==> src/rtl/kl11_pkg.sv <==
// kl11_pkg: register map, bit positions and FSM state codes for the KL11 console
package kl11_pkg;
  localparam logic [12:0] RCSR_ADDR = 13'o17560;
  localparam logic [12:0] RBUF_ADDR = 13'o17562;
  localparam logic [12:0] XCSR_ADDR = 13'o17564;
  localparam logic [12:0] XBUF_ADDR = 13'o17566;
  localparam int DONE_BIT  = 7;
  localparam int IE_BIT    = 6;
  localparam int READY_BIT = 7;
  localparam int ERR_BIT   = 15;
  localparam int OR_BIT    = 14;
  localparam int FE_BIT    = 13;
  typedef logic [1:0] tx_state_t;
  localparam tx_state_t TX_IDLE  = 2'd0;
  localparam tx_state_t TX_START = 2'd1;
  localparam tx_state_t TX_DATA  = 2'd2;
  localparam tx_state_t TX_STOP  = 2'd3;
  typedef logic [2:0] rx_state_t;
  localparam rx_state_t RX_IDLE  = 3'd0;
  localparam rx_state_t RX_START = 3'd1;
  localparam rx_state_t RX_DATA  = 3'd2;
  localparam rx_state_t RX_STOP  = 3'd3;
  localparam rx_state_t RX_WAIT  = 3'd4;
  function automatic logic [12:0] word_addr(input logic [12:0] a);
    return {a[12:1], 1'b0};
  endfunction
endpackage

==> src/rtl/kl11_console_if.sv <==
// kl11_console_if: iopage bus between the CPU side and the console registers
interface kl11_console_if;
  logic [12:0] iopage_addr;
  logic [15:0] data_in;
  logic        iopage_rd;
  logic        iopage_wr;
  logic        iopage_byte_op;
  logic [15:0] data_out;
  logic        decode;
  modport master(output iopage_addr, data_in, iopage_rd, iopage_wr, iopage_byte_op, input data_out, decode);
  modport slave(input iopage_addr, data_in, iopage_rd, iopage_wr, iopage_byte_op, output data_out, decode);
endinterface

==> src/rtl/kl11_rx.sv <==
// kl11_rx: rxd synchronizer and 8N1 receive FSM producing one strobe per character
module kl11_rx import kl11_pkg::*; #(
  parameter int BAUD_DIV = 434
) (
  input  logic       clk,
  input  logic       reset,
  input  logic       rxd,
  output logic [7:0] rx_data,
  output logic       rx_fe,
  output logic       rx_strobe
);
  localparam int CW = $clog2(BAUD_DIV);
  logic s1, s2, s3;
  rx_state_t state;
  logic [CW-1:0] cnt;
  logic [2:0] rx_bit;
  logic [7:0] sh;
  logic full;
  assign full = cnt == CW'(BAUD_DIV - 1);
  // two-flop synchronizer plus one delayed copy for falling-edge detection
  always_ff @(posedge clk or posedge reset)
    if (reset) {s1, s2, s3} <= 3'b111;
    else {s1, s2, s3} <= {rxd, s1, s2};
  // start-bit qualification at mid-bit, then one sample per bit period
  always_ff @(posedge clk or posedge reset)
    if (reset) begin
      state <= RX_IDLE;
      cnt <= '0;
      rx_bit <= '0;
      sh <= '0;
      rx_data <= '0;
      rx_fe <= 1'b0;
      rx_strobe <= 1'b0;
    end else begin
      rx_strobe <= 1'b0;
      case (state)
        RX_IDLE: if (s3 && !s2) begin
          state <= RX_START;
          cnt <= '0;
        end
        RX_START: if (cnt == CW'(BAUD_DIV / 2 - 1)) begin
          state <= s2 ? RX_IDLE : RX_DATA;
          cnt <= '0;
          rx_bit <= '0;
        end else cnt <= cnt + 1'b1;
        RX_DATA: if (full) begin
          sh <= {s2, sh[7:1]};
          cnt <= '0;
          rx_bit <= rx_bit + 3'd1;
          if (rx_bit == 3'd7) state <= RX_STOP;
        end else cnt <= cnt + 1'b1;
        RX_STOP: if (full) begin
          rx_data <= sh;
          rx_fe <= !s2;
          rx_strobe <= 1'b1;
          cnt <= '0;
          state <= s2 ? RX_IDLE : RX_WAIT;
        end else cnt <= cnt + 1'b1;
        RX_WAIT: if (s2) state <= RX_IDLE;
        default: state <= RX_IDLE;
      endcase
    end
endmodule

==> src/rtl/kl11_console.sv <==
// kl11_console: KL11 terminal registers on the iopage with 8N1 transmitter and receiver
module kl11_console import kl11_pkg::*; #(
  parameter int BAUD_DIV = 434
) (
  input  logic           clk,
  input  logic           reset,
  kl11_console_if.slave  bus,
  input  logic           rxd,
  output logic           txd,
  output logic           rx_int,
  output logic           tx_int
);
  localparam int CW = $clog2(BAUD_DIV);
  logic [12:0] wa;
  logic rd, wr_lo, rd_rbuf, load;
  logic rx_done, rx_ie, rx_or, rx_fe_q;
  logic [7:0] rbuf;
  logic tx_ready, tx_ie;
  tx_state_t tx_state;
  logic [7:0] tx_sh;
  logic [2:0] tx_bit;
  logic [CW-1:0] tx_cnt;
  logic tx_step;
  logic [7:0] rx_data;
  logic rx_fe, rx_strobe;
  logic [15:0] word;
  kl11_rx #(.BAUD_DIV(BAUD_DIV)) u_rx (
    .clk(clk), .reset(reset), .rxd(rxd),
    .rx_data(rx_data), .rx_fe(rx_fe), .rx_strobe(rx_strobe)
  );
  assign wa = word_addr(bus.iopage_addr);
  assign bus.decode = bus.iopage_addr[12:3] == RCSR_ADDR[12:3];
  assign rd = bus.iopage_rd && bus.decode;
  assign wr_lo = bus.iopage_wr && bus.decode && !(bus.iopage_byte_op && bus.iopage_addr[0]);
  assign rd_rbuf = rd && wa == RBUF_ADDR;
  assign load = wr_lo && wa == XBUF_ADDR && tx_ready;
  assign tx_step = tx_cnt == CW'(BAUD_DIV - 1);
  assign rx_int = rx_done && rx_ie;
  assign tx_int = tx_ready && tx_ie;
  // register read mux; XBUF and undecoded offsets read as zero
  always_comb begin
    word = '0;
    if (wa == RCSR_ADDR) begin
      word[DONE_BIT] = rx_done;
      word[IE_BIT] = rx_ie;
    end
    if (wa == RBUF_ADDR) begin
      word[7:0] = rbuf;
      word[ERR_BIT] = rx_or || rx_fe_q;
      word[OR_BIT] = rx_or;
      word[FE_BIT] = rx_fe_q;
    end
    if (wa == XCSR_ADDR) begin
      word[READY_BIT] = tx_ready;
      word[IE_BIT] = tx_ie;
    end
    bus.data_out = !rd ? 16'd0 : !bus.iopage_byte_op ? word :
                   bus.iopage_addr[0] ? {8'd0, word[15:8]} : {8'd0, word[7:0]};
  end
  // receiver status: a new character beats a simultaneous RBUF read
  always_ff @(posedge clk or posedge reset)
    if (reset) begin
      rx_done <= 1'b0;
      rx_or <= 1'b0;
      rx_fe_q <= 1'b0;
      rbuf <= '0;
      rx_ie <= 1'b0;
      tx_ie <= 1'b0;
    end else begin
      if (rx_strobe) begin
        rbuf <= rx_data;
        rx_fe_q <= rx_fe;
        rx_or <= rx_done && !rd_rbuf;
        rx_done <= 1'b1;
      end else if (rd_rbuf) begin
        rx_done <= 1'b0;
        rx_or <= 1'b0;
        rx_fe_q <= 1'b0;
      end
      if (wr_lo && wa == RCSR_ADDR) rx_ie <= bus.data_in[IE_BIT];
      if (wr_lo && wa == XCSR_ADDR) tx_ie <= bus.data_in[IE_BIT];
    end
  // transmitter: a pending character starts its frame one cycle after the XBUF write
  always_ff @(posedge clk or posedge reset)
    if (reset) begin
      tx_state <= TX_IDLE;
      txd <= 1'b1;
      tx_ready <= 1'b1;
      tx_sh <= '0;
      tx_bit <= '0;
      tx_cnt <= '0;
    end else if (tx_state == TX_IDLE) begin
      if (load) begin
        tx_sh <= bus.data_in[7:0];
        tx_ready <= 1'b0;
      end else if (!tx_ready) begin
        tx_state <= TX_START;
        txd <= 1'b0;
        tx_cnt <= '0;
      end
    end else begin
      tx_cnt <= tx_step ? '0 : tx_cnt + 1'b1;
      if (tx_step)
        case (tx_state)
          TX_START: begin
            tx_state <= TX_DATA;
            txd <= tx_sh[0];
            tx_sh <= tx_sh >> 1;
            tx_bit <= '0;
          end
          TX_DATA: if (tx_bit == 3'd7) begin
            tx_state <= TX_STOP;
            txd <= 1'b1;
          end else begin
            txd <= tx_sh[0];
            tx_sh <= tx_sh >> 1;
            tx_bit <= tx_bit + 3'd1;
          end
          TX_STOP: begin
            tx_state <= TX_IDLE;
            tx_ready <= 1'b1;
          end
          default: tx_state <= TX_IDLE;
        endcase
    end
endmodule

==> src/flat_wrapper.sv <==
// flat-port wrapper written by rule: the top's interface ports become plain ports
module kl11_console_flat import kl11_pkg::*;
#(
  parameter int BAUD_DIV = 434
)
  (clk, reset, rxd, txd, rx_int, tx_int, bus_iopage_addr, bus_data_in, bus_iopage_rd, bus_iopage_wr, bus_iopage_byte_op, bus_data_out, bus_decode);
  kl11_console_if bus_i ();
  input  logic clk;
  input  logic reset;
  input  logic rxd;
  output logic txd;
  output logic rx_int;
  output logic tx_int;
  input wire logic [$bits(bus_i.iopage_addr)-1:0] bus_iopage_addr;
  input wire logic [$bits(bus_i.data_in)-1:0] bus_data_in;
  input wire logic [$bits(bus_i.iopage_rd)-1:0] bus_iopage_rd;
  input wire logic [$bits(bus_i.iopage_wr)-1:0] bus_iopage_wr;
  input wire logic [$bits(bus_i.iopage_byte_op)-1:0] bus_iopage_byte_op;
  output wire logic [$bits(bus_i.data_out)-1:0] bus_data_out;
  output wire logic [$bits(bus_i.decode)-1:0] bus_decode;
  assign bus_i.iopage_addr = bus_iopage_addr;
  assign bus_i.data_in = bus_data_in;
  assign bus_i.iopage_rd = bus_iopage_rd;
  assign bus_i.iopage_wr = bus_iopage_wr;
  assign bus_i.iopage_byte_op = bus_iopage_byte_op;
  assign bus_data_out = bus_i.data_out;
  assign bus_decode = bus_i.decode;
  kl11_console #(.BAUD_DIV(BAUD_DIV)) u_core (.clk(clk), .reset(reset), .bus(bus_i), .rxd(rxd), .txd(txd), .rx_int(rx_int), .tx_int(tx_int));
endmodule
==> config.mk <==
export PLATFORM = sky130hd
export DESIGN_NAME = kl11_console_flat
export DESIGN_NICKNAME = d
export VERILOG_FILES = /design/src/rtl/kl11_pkg.sv /design/src/rtl/kl11_console_if.sv /design/src/rtl/kl11_rx.sv /design/src/rtl/kl11_console.sv /design/src/flat_wrapper.sv
export SDC_FILE = /design/constraint.sdc
export NUM_CORES = 1
export LEC_CHECK = 0
export CAP_MARGIN = 20
export CORE_ASPECT_RATIO = 1.2
export CORE_UTILIZATION = 49
export CTS_CLUSTER_SIZE = 8
export DETAILED_ROUTE_END_ITERATION = 12
export HOLD_SLACK_MARGIN = 0.08
export PLACE_DENSITY = 0.73
export SLEW_MARGIN = 20
export SYNTH_ARGS = -nofsm -noshare
export SYNTH_HDL_FRONTEND = slang
export SYNTH_HIERARCHICAL = 1
export SYNTH_SLANG_ARGS = --single-unit
==> constraint.sdc <==
create_clock -name clk -period 2.1 [get_ports clk]
set_input_delay 0.42 -clock clk [delete_from_list [all_inputs] [get_ports clk]]
set_output_delay 0.42 -clock clk [all_outputs]
set_load 0.01 [all_outputs]
==> impl_metrics.csv <==
group,metric,value,unit
outcome,status,"finished, violations left",
outcome,violations,"negative setup slack",
logic_synthesis,synth_cells,353,
sta,max_freq,467,MHz
die,start_util,50.5,%
placed_design,numPortBuffers,41,
setup_path,cp.arrival,1.72,ns
die,die_area,0.00821,mm2
logic_synthesis,async_flop_share,100,%
setup_path,startpoint_type,"input port",
setup_path,cp-end-kind,"output pin",
die,floorplan.rows,35,
logic_synthesis,synth_common_cells,"dfrtp_1, nand2_1, mux2_2",
placed_design,dp_slack,-0.826,ns
logic_synthesis,avgSynthCellArea,10.9,um2
placed_design,dp_cells,495,
route,wl,7710,um
logic_synthesis,yosys_warnings,6,
logic_synthesis,yosys.area.top_type,"dfrtp_1",
pwr,vdd_drop_max,0.695,mV
die,io-pin-count,55,
placed_design,dpl_cell_area,0.00445,mm2
setup_path,critPathRequiredTime,1.68,ns
sta,hold_viol_final,0,
logic_synthesis,synth_cell_types,59,
grt,grt_max_degree,38,
cells_and_area,layout.nets,471,
logic_synthesis,synthTopCellsByArea,"dfrtp_1, mux2_2, ha_1",
grt,antenna_found_initial,0,
clock_tree,cts.sinks,73,
sta,rsz0062_at_grt,"true",
cells_and_area,syn_to_final_growth,22.0,%
clock_tree,clockBufferDepth,2,
cells_and_area,multiInputGateArea,0.00193,mm2
placed_design,gp_congestion,0.836,
route,drc,0,
pwr,p_total,4.14,mW
clock_tree,worstSkewPairLatency,0.34,ns
setup_path,reg2reg_slack,0.12,ns
route,drtPass1Iterations,4,
grt,first_global_vias,2902,
sta,fin_crit,2.14,ns
die,core,0.00762,mm2
pwr,power_density,883,mW/mm2
grt,overflow,0,
setup_path,path_max_fanout,5,
cells_and_area,drive_above_1_share,30.6,%
logic_synthesis,syn_area,0.00384,mm2
logic_synthesis,synth_ff_type,"dfrtp_1",
logic_synthesis,synth_edf_count,0,
sta,finClkSkew,0.0130,ns
route,vias_per_cell,5.56,
grt,grt_pass1_wl,13700,um
logic_synthesis,synth_most_common_cell,"dfrtp_1",
cells_and_area,fin_area,0.00469,mm2
logic_synthesis,ys_ff_latch,73,
route,drt_iter0_markers,129,
cells_and_area,fillerInstances,641,
clock_tree,clk_pin_slew,0.09,ns
worst_hold_path,hold_class,"reg2reg",
route,vias,2889,
die,dieHeight,99.0,um
route,ant_nets,0,
job,maxCapViolations,0,
route,wl_per_cell,14.8,um
sta,fin_ws,-0.0410,ns
sta,fin_tns_setup,-0.133,ns
cells_and_area,final_cells,520,
die,dieWidth,82.9,um
sta,setup_viol,8,
clock_tree,htree_levels,3,
pwr,cellLeakagePower,2.22,nW
placed_design,dpl.hpwl,5480,um
cells_and_area,ff_latch_area,0.00183,mm2
setup_path,crit_type,"in2out",
clock_tree,cts_buffers,9,
clock_tree,cts_root_buf,"clkbuf_8",
grt,grtUsageTotal,20.6,%
logic_synthesis,seq_area_frac_synth,47.7,%
clock_tree,cts_tree,"yes",
sta,min_period_over_period,102,%
sta,final_max_slew_viol_count,0,
cells_and_area,antennaDiodeCount,0,
logic_synthesis,synthDominantCellAreaShare,44.3,%
[layout make-up]
type,count,share of cell area (%)
multi-input combinational,255,41.2
clock buffer,9,2.64
timing repair buffer,73,12.0
sequential,73,39.1
clock inverter,7,1.79
tap,92,2.45
inverter,11,0.880
[flip-flops by register name, summed over array words and instances, names as in the netlist]
name / count
u_core/u_rx/cnt: 9
u_core/tx_ready: 1
u_core/u_rx/s3: 1
u_core/u_rx/rx_strobe: 1
u_core/u_rx/s2: 1
u_core/tx_bit: 3
u_core/txd: 1
u_core/u_rx/rx_bit: 3
u_core/tx_cnt: 9
u_core/u_rx/rx_data: 8
u_core/tx_sh: 8
u_core/rbuf: 8
u_core/tx_state: 2
u_core/rx_done: 1
u_core/u_rx/sh: 8
u_core/rx_ie: 1
u_core/rx_or: 1
u_core/u_rx/s1: 1
u_core/rx_fe_q: 1
u_core/u_rx/rx_fe: 1
u_core/u_rx/state: 3
u_core/tx_ie: 1
[cells in the final DEF, fill, tap and decap left out, types with 3 or more instances in the layout]
cell	n
dfrtp_1	68
nand2_1	36
mux2_2	31
buf_4	30
and2_1	17
clkdlybuf4s50_1	15
buf_2	15
a21oi_1	14
nor2_1	13
o21ai_0	13
ha_1	13
nand3_1	11
inv_1	11
clkbuf_8	9
a31oi_1	7
mux2i_1	7
a221o_1	7
o22ai_1	6
a41oi_1	5
conb_1	5
dfstp_2	5
clkbuf_2	4
buf_6	4
nor3_1	4
nand2b_1	4
dlygate4sd2_1	3
and4_1	3
o31ai_1	3
nor2b_1	3
nand4b_1	3
nor2_4	3
o211ai_1	3
[power by group]
| part | internal, mW | switching, mW |
|---|---|---|
| clock network | 0.569 | 0.578 |
| logic | 0.537 | 0.667 |
| registers | 1.56 | 0.227 |
[per-stage QoR]
| step | utilization [%] | hold WS, ns |
|---|---|---|
| final | 61.6 | 0.360 |
| after global routing | 61.6 | 0.368 |
| after CTS | 61.3 | 0.362 |
| after detailed placement | 58.4 | 0.349 |
| after global placement | 58.4 | 0.346 |
| after floorplan | - | 0.345 |
[path summary, 6_finish.rpt]
kind / start / end / cells after the start
max: bus_iopage_addr[7] / bus_data_out[13] / 6
min: u_core/u_rx/s1 / u_core/u_rx/s2 / 0
max reg2reg: u_core/u_rx/cnt[1] / u_core/u_rx/state[0] / 6
min reg2reg: u_core/u_rx/s1 / u_core/u_rx/s2 / 0
max in group asynchronous: reset / u_core/txd / 3
min in group asynchronous: reset / u_core/u_rx/cnt[7] / 3
[cells by family after synthesis]
kind of cell / Yosys count / share of synthesized area (%)
AND/OR/NAND/NOR: 127 / 19.6
flip-flops: 73 / 47.7
AO/OA/AOI/OAI: 72 / 13.6
multiplexers: 38 / 10.9
buffers and inverters: 29 / 3.84
adder cells (fa/ha/maj): 13 / 4.23
other: 1 / 0.0975
[worst max-delay path, stage by stage]
cell	delay, ns
buf_6	0.09
nand4b_1	0.18
or4b_4	0.59
buf_6	0.15
nor3b_2	0.14
buf_2	0.15
[layer usage]
metal / routed length (um) / track usage (%)
met4: 138 / 7.69
met1: 3360 / 25.3
met3: 190 / 3.77
met5: 0 / 0
met2: 4020 / 36.2
[timing repair]
| item | CTS | global route |
|---|---|---|
| hold buffers | 0 | 0 |
| cloned | 0 | 0 |
| setup buffers | 6 | 3 |
| endpoints found under the setup margin | 12 | 12 |
| pin swaps | 9 | 10 |
| gates resized for setup | 91 | 11 |
(Power assumes the default switching activity.)
==> edit 1 (config.mk and constraints unchanged) <==
Make the reset (`reset`) synchronous in 4 clocked blocks.
--- a/src/rtl/kl11_rx.sv
+++ b/src/rtl/kl11_rx.sv
@@ -20,3 +20,3 @@
   // two-flop synchronizer plus one delayed copy for falling-edge detection
-  always_ff @(posedge clk or posedge reset)
+  always_ff @(posedge clk)
     if (reset) {s1, s2, s3} <= 3'b111;
@@ -24,3 +24,3 @@
   // start-bit qualification at mid-bit, then one sample per bit period
-  always_ff @(posedge clk or posedge reset)
+  always_ff @(posedge clk)
     if (reset) begin
--- a/src/rtl/kl11_console.sv
+++ b/src/rtl/kl11_console.sv
@@ -60,3 +60,3 @@
   // receiver status: a new character beats a simultaneous RBUF read
-  always_ff @(posedge clk or posedge reset)
+  always_ff @(posedge clk)
     if (reset) begin
@@ -83,3 +83,3 @@
   // transmitter: a pending character starts its frame one cycle after the XBUF write
-  always_ff @(posedge clk or posedge reset)
+  always_ff @(posedge clk)
     if (reset) begin
Check against the original RTL: differs if reset is asserted again (counterexample within 4 cycles, from zero or initial values and one cycle with reset high); with reset held inactive, the same outputs for 10 cycles.
==> edit 1 against the original RTL <==
The run still ends with negative setup slack left; clock skew decreased by 0.0049 ns; non-clock buffer count is the same; fmax fell by 0.31%; sequential cell count stayed put; wire length is 5.4% higher; design area decreased by 1.1%; synthesized area shrank 0.65%; worst setup slack got worse by 0.0067 ns; largest cell class unchanged; highest routed layer unchanged.
Power is not compared: it rests on default switching activity, and its combinational part moved more than twofold at a synthesized area within 25%.
==> edit 1: results (changes against the original RTL) <==
Outcome
  – Violated checks: negative setup slack (unchanged)
  – Status: finished with violations (unchanged)

Timing
  – Fin worst setup slack: -0.0476 ns (was -0.0410 ns)
  – Hold Slack: 0.391 ns (was 0.360 ns)
  – Worst clock skew: 0.00811 ns (was 0.0130 ns)
  – Setup_tns: -0.119 ns (was -0.133 ns)
  – Final setup violation count: 3 (was 8)

Detailed routing
  – Met3 WL: 265 um (was 190 um)
  – Iteration-0 DRC Markers: 94 (was 129)
  – M1 WL: 3650 um (was 3360 um)
  – Vias: 3205 (was 2889)
  – Met2 wire len: 4110 um (was 4020 um)
  – Drt total wl: 8130 um (was 7710 um)

Placed design
  – Post-place setup slack: -0.961 ns (was -0.826 ns)
  – Hpwl dp: 5760 um (was 5480 um)
  – GP Congestion: 0.818 (was 0.836)
  – Cell Area, Placed: 0.00437 mm2 (was 0.00445 mm2)

Global route
  – Gr usage total: 0.205 (was 0.206)
  – Vias in the first global route: 3056 (was 2902)
  – Largest net degree at the start of global routing: 25 (was 38)
  – First-pass GRT wire length: 13100 um (was 13700 um)

Yosys
  – Sequential share of the synthesized area: 0.383 (was 0.477)
  – Synth cell types: 66 (was 59)
  – Synth cell count leaders: dfxtp_1, nand2_1, nor2_1, mux2i_1, a21oi_1 (was dfrtp_1, nand2_1, mux2_2, and2_1)
  – Post-synth ARST share: 0 (was 1.00)
  – Top cells by area, synth: dfxtp_1, mux2i_1, nand2_1, ha_1, nor2_1 (was dfrtp_1, mux2_2, ha_1, nand2_1, dfstp_2)

Setup path
  – CP max stage cell: or4_4 (was or4b_4)
  – FF-to-FF End: u_core/u_rx/state[1] (was u_core/u_rx/state[0])
  – CP peak stage delay: 0.57 ns (was 0.59 ns)
  – Reg-to-reg startpoint: u_core/u_rx/cnt[0] (was u_core/u_rx/cnt[1])

Layout
  – Share of post-route cells with drive strength above 1: 0.215 (was 0.306)
  – Nets: 532 (was 471)

Min path
  – WHS Path Cells: 2 (was 0)
  – Hold path startpoint: reset (was u_core/u_rx/s1)
  – Min-Delay Endpoint: u_core/tx_bit[1] (was u_core/u_rx/s2)
[edit 1: worst reg2reg max path, cell delays in order, from the launching register on]
cell     delay, ns
dfxtp_1       0.35
inv_1         0.10
ha_1          0.14
or4b_4        0.48
o21a_1        0.25
o311a_1       0.38
a31o_1        0.19
[edit 1: area by class of cell]
cell class | count | area [um2]
clock buffers | 9 | 124
multi-input cells | 316 | 2220
clock inverters | 7 | 95.1
flip-flops and latches | 73 | 1460
repair buffers | 73 | 587
inverters | 11 | 41.3
fillers | 638 | 2760
well taps | 90 | 113
[edit 1: worst max-delay path by stage]
stage | slack [ns] | start | end | depth (start not counted)
after global placement | -0.93 | bus_iopage_addr[3] | bus_data_out[13] | 6
after CTS | -0.06 | bus_iopage_addr[2] | bus_data_out[15] | 6
after global routing | -0.08 | bus_iopage_addr[2] | bus_data_out[15] | 6
after floorplan | 0.04 | bus_iopage_addr[3] | bus_data_out[7] | 4
after detailed placement | -0.96 | bus_iopage_addr[6] | bus_data_out[15] | 6
final | -0.05 | bus_iopage_addr[2] | bus_data_out[13] | 6
[edit 1: kinds of logic (layout without fill, tap and decap cells)]
group | Yosys count | after routing | share of synthesized area
compound gates | 79 | 79 | 0.146
buf+inv | 41 | 100 | 0.0576
flops | 73 | 73 | 0.383
simple gates | 176 | 176 | 0.255
other cells | 1 | 5 | 0.000982
fa+ha+maj | 13 | 13 | 0.0426
mux | 43 | 43 | 0.115
[edit 1: stage by stage]
step / cells / util
after floorplan: 430 / -
final: 579 / 0.627
after global placement: 555 / 0.590
after detailed placement: 555 / 0.590
after global routing: 579 / 0.627
after CTS: 576 / 0.620
[edit 1: power groups by stage]
| stage | Combinational, mW | Clock [mW] | Sequential [mW] |
|---|---|---|---|
| floorplan | 0.239 | 0 | 1.46 |
| global placement | 0.334 | 0 | 1.47 |
| detailed placement | 0.342 | 0 | 1.47 |
| CTS | 0.339 | 1.23 | 1.44 |
| global route | 0.371 | 1.29 | 1.44 |
| finish | 0.341 | 1.20 | 1.43 |
[edit 1: routing by layer]
| layer | up-vias | global-route usage |
|---|---|---|
| li1 | 1639 | - |
| met1 | 1510 | 0.244 |
| met2 | 48 | 0.352 |
| met3 | 8 | 0.0491 |
| met4 | 0 | 0.0743 |
| met5 | - | 0 |
[edit 1: repair_timing]
item	4_1_cts	5_1_grt
pin swaps	11	11
gates resized for setup	80	21
cloned	0	0
endpoints found under the setup margin	12	13
setup buffers	5	3
==> edit 2 (same settings) <==
Made on the original files. `BAUD_DIV` is set to 434 in 3 places; all go to 1736.
--- a/src/rtl/kl11_rx.sv
+++ b/src/rtl/kl11_rx.sv
@@ -2,3 +2,3 @@
 module kl11_rx import kl11_pkg::*; #(
-  parameter int BAUD_DIV = 434
+  parameter int BAUD_DIV = 1736
 ) (
--- a/src/rtl/kl11_console.sv
+++ b/src/rtl/kl11_console.sv
@@ -2,3 +2,3 @@
 module kl11_console import kl11_pkg::*; #(
-  parameter int BAUD_DIV = 434
+  parameter int BAUD_DIV = 1736
 ) (
--- a/src/flat_wrapper.sv
+++ b/src/flat_wrapper.sv
@@ -3,3 +3,3 @@
 #(
-  parameter int BAUD_DIV = 434
+  parameter int BAUD_DIV = 1736
 )
Behaviour: same outputs for any inputs over 10 cycles, from zero or initial values and one cycle with reset high; that may be too few to reach the edited logic, so the function may still have changed.
==> edit 2 against the original RTL <==
Synthesized area up 7.4%; worst setup slack improved by 0.094 ns; design area grew 8.4%; sequential cell count is 4 higher; clock skew fell by 0.0034 ns; combinational power increased by 7%; wire length increased by 9.8%; synthesized cell count rose by 9.3%; power increased by 1.5%; critical endpoint is now bus_data_out[15]; largest cell class unchanged; largest power group unchanged; highest routed layer unchanged.
==> edit 2: results (changes against the original RTL) <==
Outcome
  – Status: completed (was finished with violations)

Pwr
  – NetSw: 1.46 mW (was 1.47 mW)
  – Int Power: 2.74 mW (was 2.67 mW)
  – Peak supply drop: 0.647 mV (was 0.695 mV)

Global route
  – Largest net degree at the start of global routing: 40 (was 38)
  – First-pass GRT wire length: 14300 um (was 13700 um)

Detailed routing
  – Drt wl/cell: 14.6 um (was 14.8 um)
  – Vias: 3167 (was 2889)
  – Iteration-0 DRC Markers: 188 (was 129)
  – Met3 WL: 220 um (was 190 um)
  – Met2 wire len: 4550 um (was 4020 um)

Yosys
  – Post-Synth XOR/XNOR Area: 0.00636 (was 0)
  – Synthesized instance count: 386 (was 353)
  – Synth cell count leaders: dfrtp_1, nand2_1, mux2_2, nor2_1, o21ai_0 (was dfrtp_1, nand2_1, mux2_2, and2_1)
  – Synth top area share: 0.436 (was 0.443)
  – Mux contribution to synthesized area: 0.134 (was 0.109)
  – Synth cell types: 65 (was 59)
  – Synth Area in Compound Gates: 0.120 (was 0.136)
  – Sequential share of the synthesized area: 0.468 (was 0.477)

Setup path
  – CP max stage cell: clkdlybuf4s50_1 (was or4b_4)
  – Crit path max-delay family: buffers and inverters (was simple AND/OR/NAND/NOR gates)
  – CP peak stage delay: 0.45 ns (was 0.59 ns)
  – Reg-to-reg startpoint: u_core/tx_bit[0] (was u_core/u_rx/cnt[1])
  – CP arrival: 1.63 ns (was 1.72 ns)
  – FF-to-FF End: u_core/tx_sh[6] (was u_core/u_rx/state[0])

Layout
  – Regs by FF count: u_core/tx_cnt x11, u_core/u_rx/cnt x11 (was u_core/tx_cnt x9, u_core/u_rx/cnt x9)
  – Nets: 506 (was 471)
  – Share of post-route cells with drive strength above 1: 0.292 (was 0.306)

Timing
  – Worst clock skew: 0.00965 ns (was 0.0130 ns)
==> edit 2: cell count changes after synthesis, moves of 6 or more <==
| cell | unedited run | this run |
|---|---|---|
| a21oi_1 | 15 | 8 |
| and2_1 | 18 | 6 |
| a221o_1 | 7 | 1 |
| nor2_1 | 15 | 21 |
| nand4_1 | 2 | 8 |
| mux2_2 | 31 | 42 |
| and3_1 | 2 | 9 |
==> edit 2: what timing repair did <==
action / in CTS / in global routing
pin swaps: 7 / 3
setup endpoints to repair: 12 / 17
setup buffers: 1 / 3
resized for setup: 67 / 9
==> edit 2: how the worst max path moves through the flow <==
stage,startpoint,depth (start not counted),endpoint
global route,bus_iopage_rd,5,bus_data_out[14]
finish,bus_iopage_rd,5,bus_data_out[15]
floorplan,bus_iopage_addr[7],4,bus_data_out[13]
detailed placement,bus_iopage_addr[5],6,bus_data_out[13]
CTS,bus_iopage_addr[0],6,bus_data_out[7]
global placement,bus_iopage_addr[5],7,bus_data_out[0]
==> edit 2: layout make-up <==
type / instances / area (um2)
Fill cell: 672 / 3070
Multi-Input combinational cell: 282 / 2110
Sequential cell: 77 / 1930
Timing Repair Buffer: 78 / 639
Tap cell: 114 / 143
Clock buffer: 9 / 124
Clock inverter: 7 / 83.8
Inverter: 13 / 48.8
==> edit 2: stage by stage <==
step | instances | hold slack [ns] | setup WS (ns) | setup TNS [ns] | cell area [um2]
global placement | 560 | 0.346 | -0.608 | -7.83 | 4840
global route | 580 | 0.368 | 0.0149 | 0 | 5090
floorplan | 390 | 0.345 | 0.174 | 0 | 4150
CTS | 577 | 0.368 | 0.00500 | 0 | 5040
finish | 580 | 0.365 | 0.0529 | 0 | 5090
detailed placement | 560 | 0.356 | -0.674 | -8.46 | 4840
